$ cat config.mk
export PLATFORM = sky130hd
export DESIGN_NAME = nbit_piso_shifter_flat
export DESIGN_NICKNAME = d
export VERILOG_FILES = /design/src/rtl/nbit_piso_shifter_if.sv /design/src/rtl/nbit_piso_shifter.sv /design/src/flat_wrapper.sv
export SDC_FILE = /design/constraint.sdc
export NUM_CORES = 1
export LEC_CHECK = 0
export BUFFER_PORTS_ARGS = -buffer_cell sky130_fd_sc_hd__buf_2
export CELL_PAD_IN_SITES_DETAIL_PLACEMENT = 1
export CELL_PAD_IN_SITES_GLOBAL_PLACEMENT = 1
export CORE_MARGIN = 5
export CORE_UTILIZATION = 25
export CTS_BUF_LIST = sky130_fd_sc_hd__clkbuf_8 sky130_fd_sc_hd__clkbuf_16
export DETAILED_ROUTE_END_ITERATION = 8
export GPL_ROUTABILITY_DRIVEN = 0
export PLACE_DENSITY = 0.62
export SYNTH_ARGS = -nofsm -noshare
export SYNTH_HDL_FRONTEND = slang
export SYNTH_SLANG_ARGS = --single-unit
$ cat constraint.sdc
create_clock -name clk -period 5 [get_ports clk]
set_input_delay 0 -clock clk [delete_from_list [all_inputs] [get_ports clk]]
set_output_delay 0 -clock clk [all_outputs]
set_load 0.03 [all_outputs]
$ cat src/rtl/nbit_piso_shifter_if.sv
// Handshake bundle for the PISO transmitter: parallel word in, serial bits out.
// The slave modport is the shifter; master is the word source plus serial sink.
interface nbit_piso_shifter_if #(
    parameter int n = 32
);
    logic [n-1:0] ino;
    logic         in_valid;
    logic         in_ready;
    logic         sout;
    logic         sout_valid;
    logic         sout_ready;
    logic         sout_last;
    logic         busy;

    modport slave (
        input  ino,
        input  in_valid,
        output in_ready,
        output sout,
        output sout_valid,
        input  sout_ready,
        output sout_last,
        output busy
    );

    modport master (
        output ino,
        output in_valid,
        input  in_ready,
        input  sout,
        input  sout_valid,
        output sout_ready,
        input  sout_last,
        input  busy
    );
endinterface

$ cat src/rtl/nbit_piso_shifter.sv
// Parallel-in/serial-out transmitter: takes one n-bit word per handshake and
// emits it one bit per accepted serial beat, flagging the final bit.
module nbit_piso_shifter #(
    parameter int n         = 32,
    parameter bit MSB_FIRST = 1'b0
) (
    input  logic                  clk,
    input  logic                  rst,
    nbit_piso_shifter_if.slave    bus
);
    localparam int CW = $clog2(n);

    typedef enum logic {
        IDLE  = 1'b0,
        SHIFT = 1'b1
    } state_t;

    state_t          r_state, w_state_next;
    logic [n-1:0]    r_shreg, w_shreg_next;
    logic [CW-1:0]   r_cnt, w_cnt_next;
    logic [n-1:0]    w_shifted;
    logic            w_out_bit;
    logic            w_last;
    logic            w_in_ready;

    // Shift toward the output end with zero fill; the output end depends on bit order.
    generate
        if (MSB_FIRST) begin : g_msb_first
            assign w_shifted = {r_shreg[n-2:0], 1'b0};
            assign w_out_bit = r_shreg[n-1];
        end else begin : g_lsb_first
            assign w_shifted = {1'b0, r_shreg[n-1:1]};
            assign w_out_bit = r_shreg[0];
        end
    endgenerate

    assign w_last     = (r_state == SHIFT) && (r_cnt == CW'(n - 1));
    // Ready on the last beat lets the next word follow with no idle bubble.
    assign w_in_ready = (r_state == IDLE) | (w_last & bus.sout_ready);

    always_ff @(posedge clk) begin
        if (rst) begin
            r_state <= IDLE;
            r_shreg <= '0;
            r_cnt   <= '0;
        end else begin
            r_state <= w_state_next;
            r_shreg <= w_shreg_next;
            r_cnt   <= w_cnt_next;
        end
    end

    always_comb begin
        w_state_next = r_state;
        w_shreg_next = r_shreg;
        w_cnt_next   = r_cnt;
        case (r_state)
            IDLE: begin
                if (bus.in_valid) begin
                    w_shreg_next = bus.ino;
                    w_cnt_next   = '0;
                    w_state_next = SHIFT;
                end
            end
            SHIFT: begin
                if (bus.sout_ready) begin
                    if (w_last) begin
                        if (bus.in_valid) begin
                            w_shreg_next = bus.ino;
                            w_cnt_next   = '0;
                        end else begin
                            w_shreg_next = w_shifted;
                            w_cnt_next   = '0;
                            w_state_next = IDLE;
                        end
                    end else begin
                        w_shreg_next = w_shifted;
                        w_cnt_next   = r_cnt + 1'b1;
                    end
                end
            end
            default: begin
                w_state_next = IDLE;
            end
        endcase
    end

    assign bus.in_ready   = w_in_ready;
    assign bus.sout_valid = (r_state == SHIFT);
    assign bus.busy       = (r_state == SHIFT);
    assign bus.sout_last  = w_last;
    assign bus.sout       = (r_state == SHIFT) ? w_out_bit : 1'b0;
endmodule

$ cat src/flat_wrapper.sv
// flat-port wrapper written by rule: the top's interface ports become plain ports
module nbit_piso_shifter_flat 
#(
    parameter int n         = 32,
    parameter bit MSB_FIRST = 1'b0
)
  (clk, rst, bus_ino, bus_in_valid, bus_in_ready, bus_sout, bus_sout_valid, bus_sout_ready, bus_sout_last, bus_busy);
  nbit_piso_shifter_if #(.n(n)) bus_i ();
  input  logic clk;
  input  logic rst;
  input wire logic [$bits(bus_i.ino)-1:0] bus_ino;
  input wire logic [$bits(bus_i.in_valid)-1:0] bus_in_valid;
  output wire logic [$bits(bus_i.in_ready)-1:0] bus_in_ready;
  output wire logic [$bits(bus_i.sout)-1:0] bus_sout;
  output wire logic [$bits(bus_i.sout_valid)-1:0] bus_sout_valid;
  input wire logic [$bits(bus_i.sout_ready)-1:0] bus_sout_ready;
  output wire logic [$bits(bus_i.sout_last)-1:0] bus_sout_last;
  output wire logic [$bits(bus_i.busy)-1:0] bus_busy;
  assign bus_i.ino = bus_ino;
  assign bus_i.in_valid = bus_in_valid;
  assign bus_in_ready = bus_i.in_ready;
  assign bus_sout = bus_i.sout;
  assign bus_sout_valid = bus_i.sout_valid;
  assign bus_i.sout_ready = bus_sout_ready;
  assign bus_sout_last = bus_i.sout_last;
  assign bus_busy = bus_i.busy;
  nbit_piso_shifter #(.n(n), .MSB_FIRST(MSB_FIRST)) u_core (.clk(clk), .rst(rst), .bus(bus_i));
endmodule
Yosys cells after proc, flatten, opt, wreduce, memory -nomap -nowiden
Cells that the tools add are included.
Widths: inputs -> output; s select.
{ "totals": {"output_inout_bits": 5, "wordCells": 26, "ff_bits": 38, "inputBits": 36} }
{ "op_classes": {"n_addsub": 1, "n_bitwise": 3, "n_eq_ne": 3, "n_reduce_logical": 2, "n_mux": 14} }
{ "op_table": {"columns": ["operator", "n"], "rows": [
  ["$mux 32", 4],
  ["$pmux 32 s2", 1],
  ["$mux 5", 3],
  ["$pmux 5 s2", 1],
  ["$add 5x1->5 const B", 1],
  ["$eq 5x5->1 const B", 1],
  ["$mux 1", 4],
  ["$ne 2x2->1 const B", 2],
  ["$pmux 1 s2", 1],
  ["$reduce_and 2->1", 1],
  ["$and 1x1->1", 1],
  ["$logic_and 1x1->1", 1],
  ["$not 1->1", 1],
  ["$or 1x1->1", 1]
]} }

Depth between registers and ports, before layout
{ "depth": {"ltp_word": 5, "mapped_depth": 7, "ltp_nobuf": 6} }

Worst setup path after synthesis
No wires, ideal clock.
{ "synth_timing": {"path_kind": "register to register", "start": "reg u_core.r_cnt[0]", "end": "reg u_core.r_shreg[0]", "n_path_buf": 1, "stages_incl_launch_ff": 8, "slack_ns": 3.176, "synth_period_minus_slack_ns": 1.824, "required_ns": 4.862, "t_arrival_ns": 1.686, "setup_time_ns": 0.138, "cell_sequence": "dfxtp_1 -> ha_1 -> and3_1 -> ha_1 -> a21boi_4 -> buf_12 -> mux2i_1 -> a211oi_1"} }
{ "synth_via": {"elab_chain_len": 5} }
{ "synth_lines": {"columns": ["element", "line_no", "source"], "rows": [
  ["start, declared", "nbit_piso_shifter.sv:20", "logic [CW-1:0] r_cnt, w_cnt_next;"],
  ["start signal, assigned", "nbit_piso_shifter.sv:49", "r_cnt <= w_cnt_next;"],
  ["$eq 5x5->1", "nbit_piso_shifter.sv:37", "assign w_last = (r_state == SHIFT) && (r_cnt == CW'(n - 1));"],
  ["$logic_and 1x1->1", "nbit_piso_shifter.sv:37", null],
  ["$mux 32", "nbit_piso_shifter.sv:67", "if (w_last) begin"],
  ["$mux 32", "nbit_piso_shifter.sv:66", "if (bus.sout_ready) begin"],
  ["$pmux 32 s2", "nbit_piso_shifter.sv:57", "case (r_state)"],
  ["end signal, assigned", "nbit_piso_shifter.sv:48", "r_shreg <= w_shreg_next;"],
  ["end, declared", "nbit_piso_shifter.sv:19", "logic [n-1:0] r_shreg, w_shreg_next;"]
]} }
No other way between the ends. The select of a mux whose other input is x is not followed.
A chain may end at the register's enable or synchronous reset.

Worst setup path in the final report
{ "layout_timing": {"start": "reg u_core.r_cnt[0]", "end": "reg u_core.r_shreg[20]"} }
Same word-level chain as after synthesis.

==> qor.txt <==
Crit Path Max Fanout -> 32
Clock Sinks -> 38
Worst Hold Class -> in -> reg
total core area -> 6830 um^2
Synth top area share -> 0.430
final core utilization -> 0.308
Yosys top cell by area -> dfxtp_1
fin cells -> 308
port buffer count -> 40
Net Count, Synth -> 216
# diodes -> 0
Max IR drop VDD -> 127 uV
Unique masters post-synth -> 27
syn_area_per_cell -> 9.95 um^2
Die X -> 94.2 um
Placed Area -> 1970 um^2
total CTS buffers -> 5
Final min period -> 2.27 ns
pins over their slew limit -> 0
largest net degree at the start of global routing -> 66
Post-synth EDFFs -> 0
clock buffer depth -> 2
TritonCTS clock tree -> built
Clk Latency, worst-skew pair -> 0.29 ns
Most Crowded Layer GR -> met2
Starting Density -> 0.259
Mapped Area -> 1770 um^2
Critical Path AT -> 2.38 ns
CTS Hold Bufs -> 2
final setup vio count -> 0
met1 Use GR -> 0.124
CTS Root Cell -> clkbuf_8
#FFs+latches synth -> 38
fmax -> 440 MHz
CTS H-Tree Depth -> 2
Leakage Power -> 0.870 nW
GRT Resource Usage Total -> 0.0991
worst slack, placed -> 2.76 ns
Pre-Repair DR Iteration Count -> 4
Hold WS -> 0.0459 ns
initial antenna violation count -> 0
global-route wire length before repair -> 6750 um
synthesis-to-finish area growth -> 19.0%
Chip Height -> 94.2 um
Post CTS Setup Buffer Count -> 0
R2R setup slack -> 2.73 ns
Clock transition at path regs -> 0.07 ns
Slew @ Worst Pin -> 1.14 ns
DP HPWL -> 2700 um
Syn. warnings -> 0
# rows -> 30
critical path class -> reg -> reg
PnR worst setup slack -> 2.73 ns
fin crit share -> 0.454
Initial DRC Count -> 57
post-route cell area -> 2110 um^2
Fin Setup TNS -> 0 ns
Routed WL per cell -> 13.4 um
vias in the first global route -> 1447
Ports -> 41
top-count cell post-synth -> dfxtp_1
Critical Path RT -> 5.11 ns
Synth Instances -> 178
# DRC -> 0
Slew headroom -> 0.240
top cells by area, synth -> dfxtp_1 43%, mux2i_1 19%, a211oi_1 13%, nor2_1 7.4%, buf_12 3.4%
Die ar. -> 8870 um^2
Final ANT Viol Nets -> 0
critical path endpoint category -> flop
final hold violation count -> 0
Detailed Route WL -> 4130 um
share of cells above drive strength 1 -> 0.255
Cell Pwr Density -> 339 nW/um^2
grt ovf -> 0
CP Launch Type -> flop
placed cells -> 299
GR Layer Usage met3 -> 0.0345
nets -> 250
Seq/Total Area, Yosys -> 0.430
Via density -> 4.46
RSZ-0062 raised after global routing -> no
met2 Use GR -> 0.152
status -> finished clean
total power -> 715 uW
routed via count -> 1375
post-route clock skew -> 0.00297 ns
number of cells upsized or downsized after cts -> 0
top_reg_cell synth -> dfxtp_1
max-cap violation count -> 0
Synth top cells by count -> 38 x dfxtp_1, 35 x nor2_1, 33 x mux2i_1
ys async rst share -> 0
## report_power, final
part	switching (mW)	leakage (nW)	internal, mW
Combinational	0.0583	0.498	0.0483
Sequential	0.0148	0.314	0.328
Clock	0.106	0.0573	0.160
## registers in the layout, indices dropped and copies added, names as in the netlist
signal,cells
u_core.r_shreg,32
u_core.bus.busy,1
u_core.r_cnt,5
## final cells by class
type	instances	area, um^2
flip-flops and latches	38	761
repair buffers	43	228
multi-input cells	124	886
clock buffers	6	82.6
clock inverters	1	30.0
fillers	818	4720
well taps	96	120
## cell usage in the layout (no fill, tap or decap)
cell type,instances
a211oi_1,31
a21boi_4,1
a21oi_1,3
a22oi_1,1
a311oi_1,1
a32oi_1,1
a41oi_1,1
and2_2,2
and3_1,1
and3b_2,1
and4bb_2,1
buf_2,40
buf_4,1
bufinv_16,1
clkbuf_8,6
dfxtp_1,38
dlygate4sd3_1,2
ha_1,2
mux2_2,1
mux2i_1,33
nand2_1,5
nand3_1,1
nand3b_1,1
nor2_1,35
nor3b_1,1
o21ai_0,1
## cell families (layout without fill, tap and decap cells)
| group | count (synthesis) | count (layout) | synth area share |
|---|---|---|---|
| compound gates | 40 | 40 | 0.172 |
| fa+ha+maj | 2 | 2 | 0.0141 |
| buf+inv | 16 | 50 | 0.0700 |
| flops | 38 | 38 | 0.430 |
| mux | 34 | 34 | 0.193 |
| simple gates | 48 | 48 | 0.121 |
## routing by layer
layer | part of all wire | vias to the layer above | wire, um
li1 | - | 715 | -
met1 | 0.49 | 621 | 2020
met2 | 0.44 | 33 | 1830
met3 | 0.051 | 6 | 212
met4 | 0.016 | 0 | 68
met5 | 0 | - | 0
## critical path, cell delays in order (launching register included)
cell      delay (ns)
dfxtp_1         0.35
ha_1            0.23
and3_1          0.19
ha_1            0.27
a21boi_4        0.16
buf_4           0.47
mux2i_1         0.30
a211oi_1        0.10
## worst paths after layout
path,from,endpoint,depth (start not counted)
max reg2reg,u_core.r_cnt[0],u_core.r_shreg[20],7
max,u_core.r_cnt[0],u_core.r_shreg[20],7
min reg2reg,u_core.r_shreg[31],u_core.r_shreg[31],2
min,bus_sout_ready,u_core.r_cnt[1],3
(Power assumes the default switching activity.)
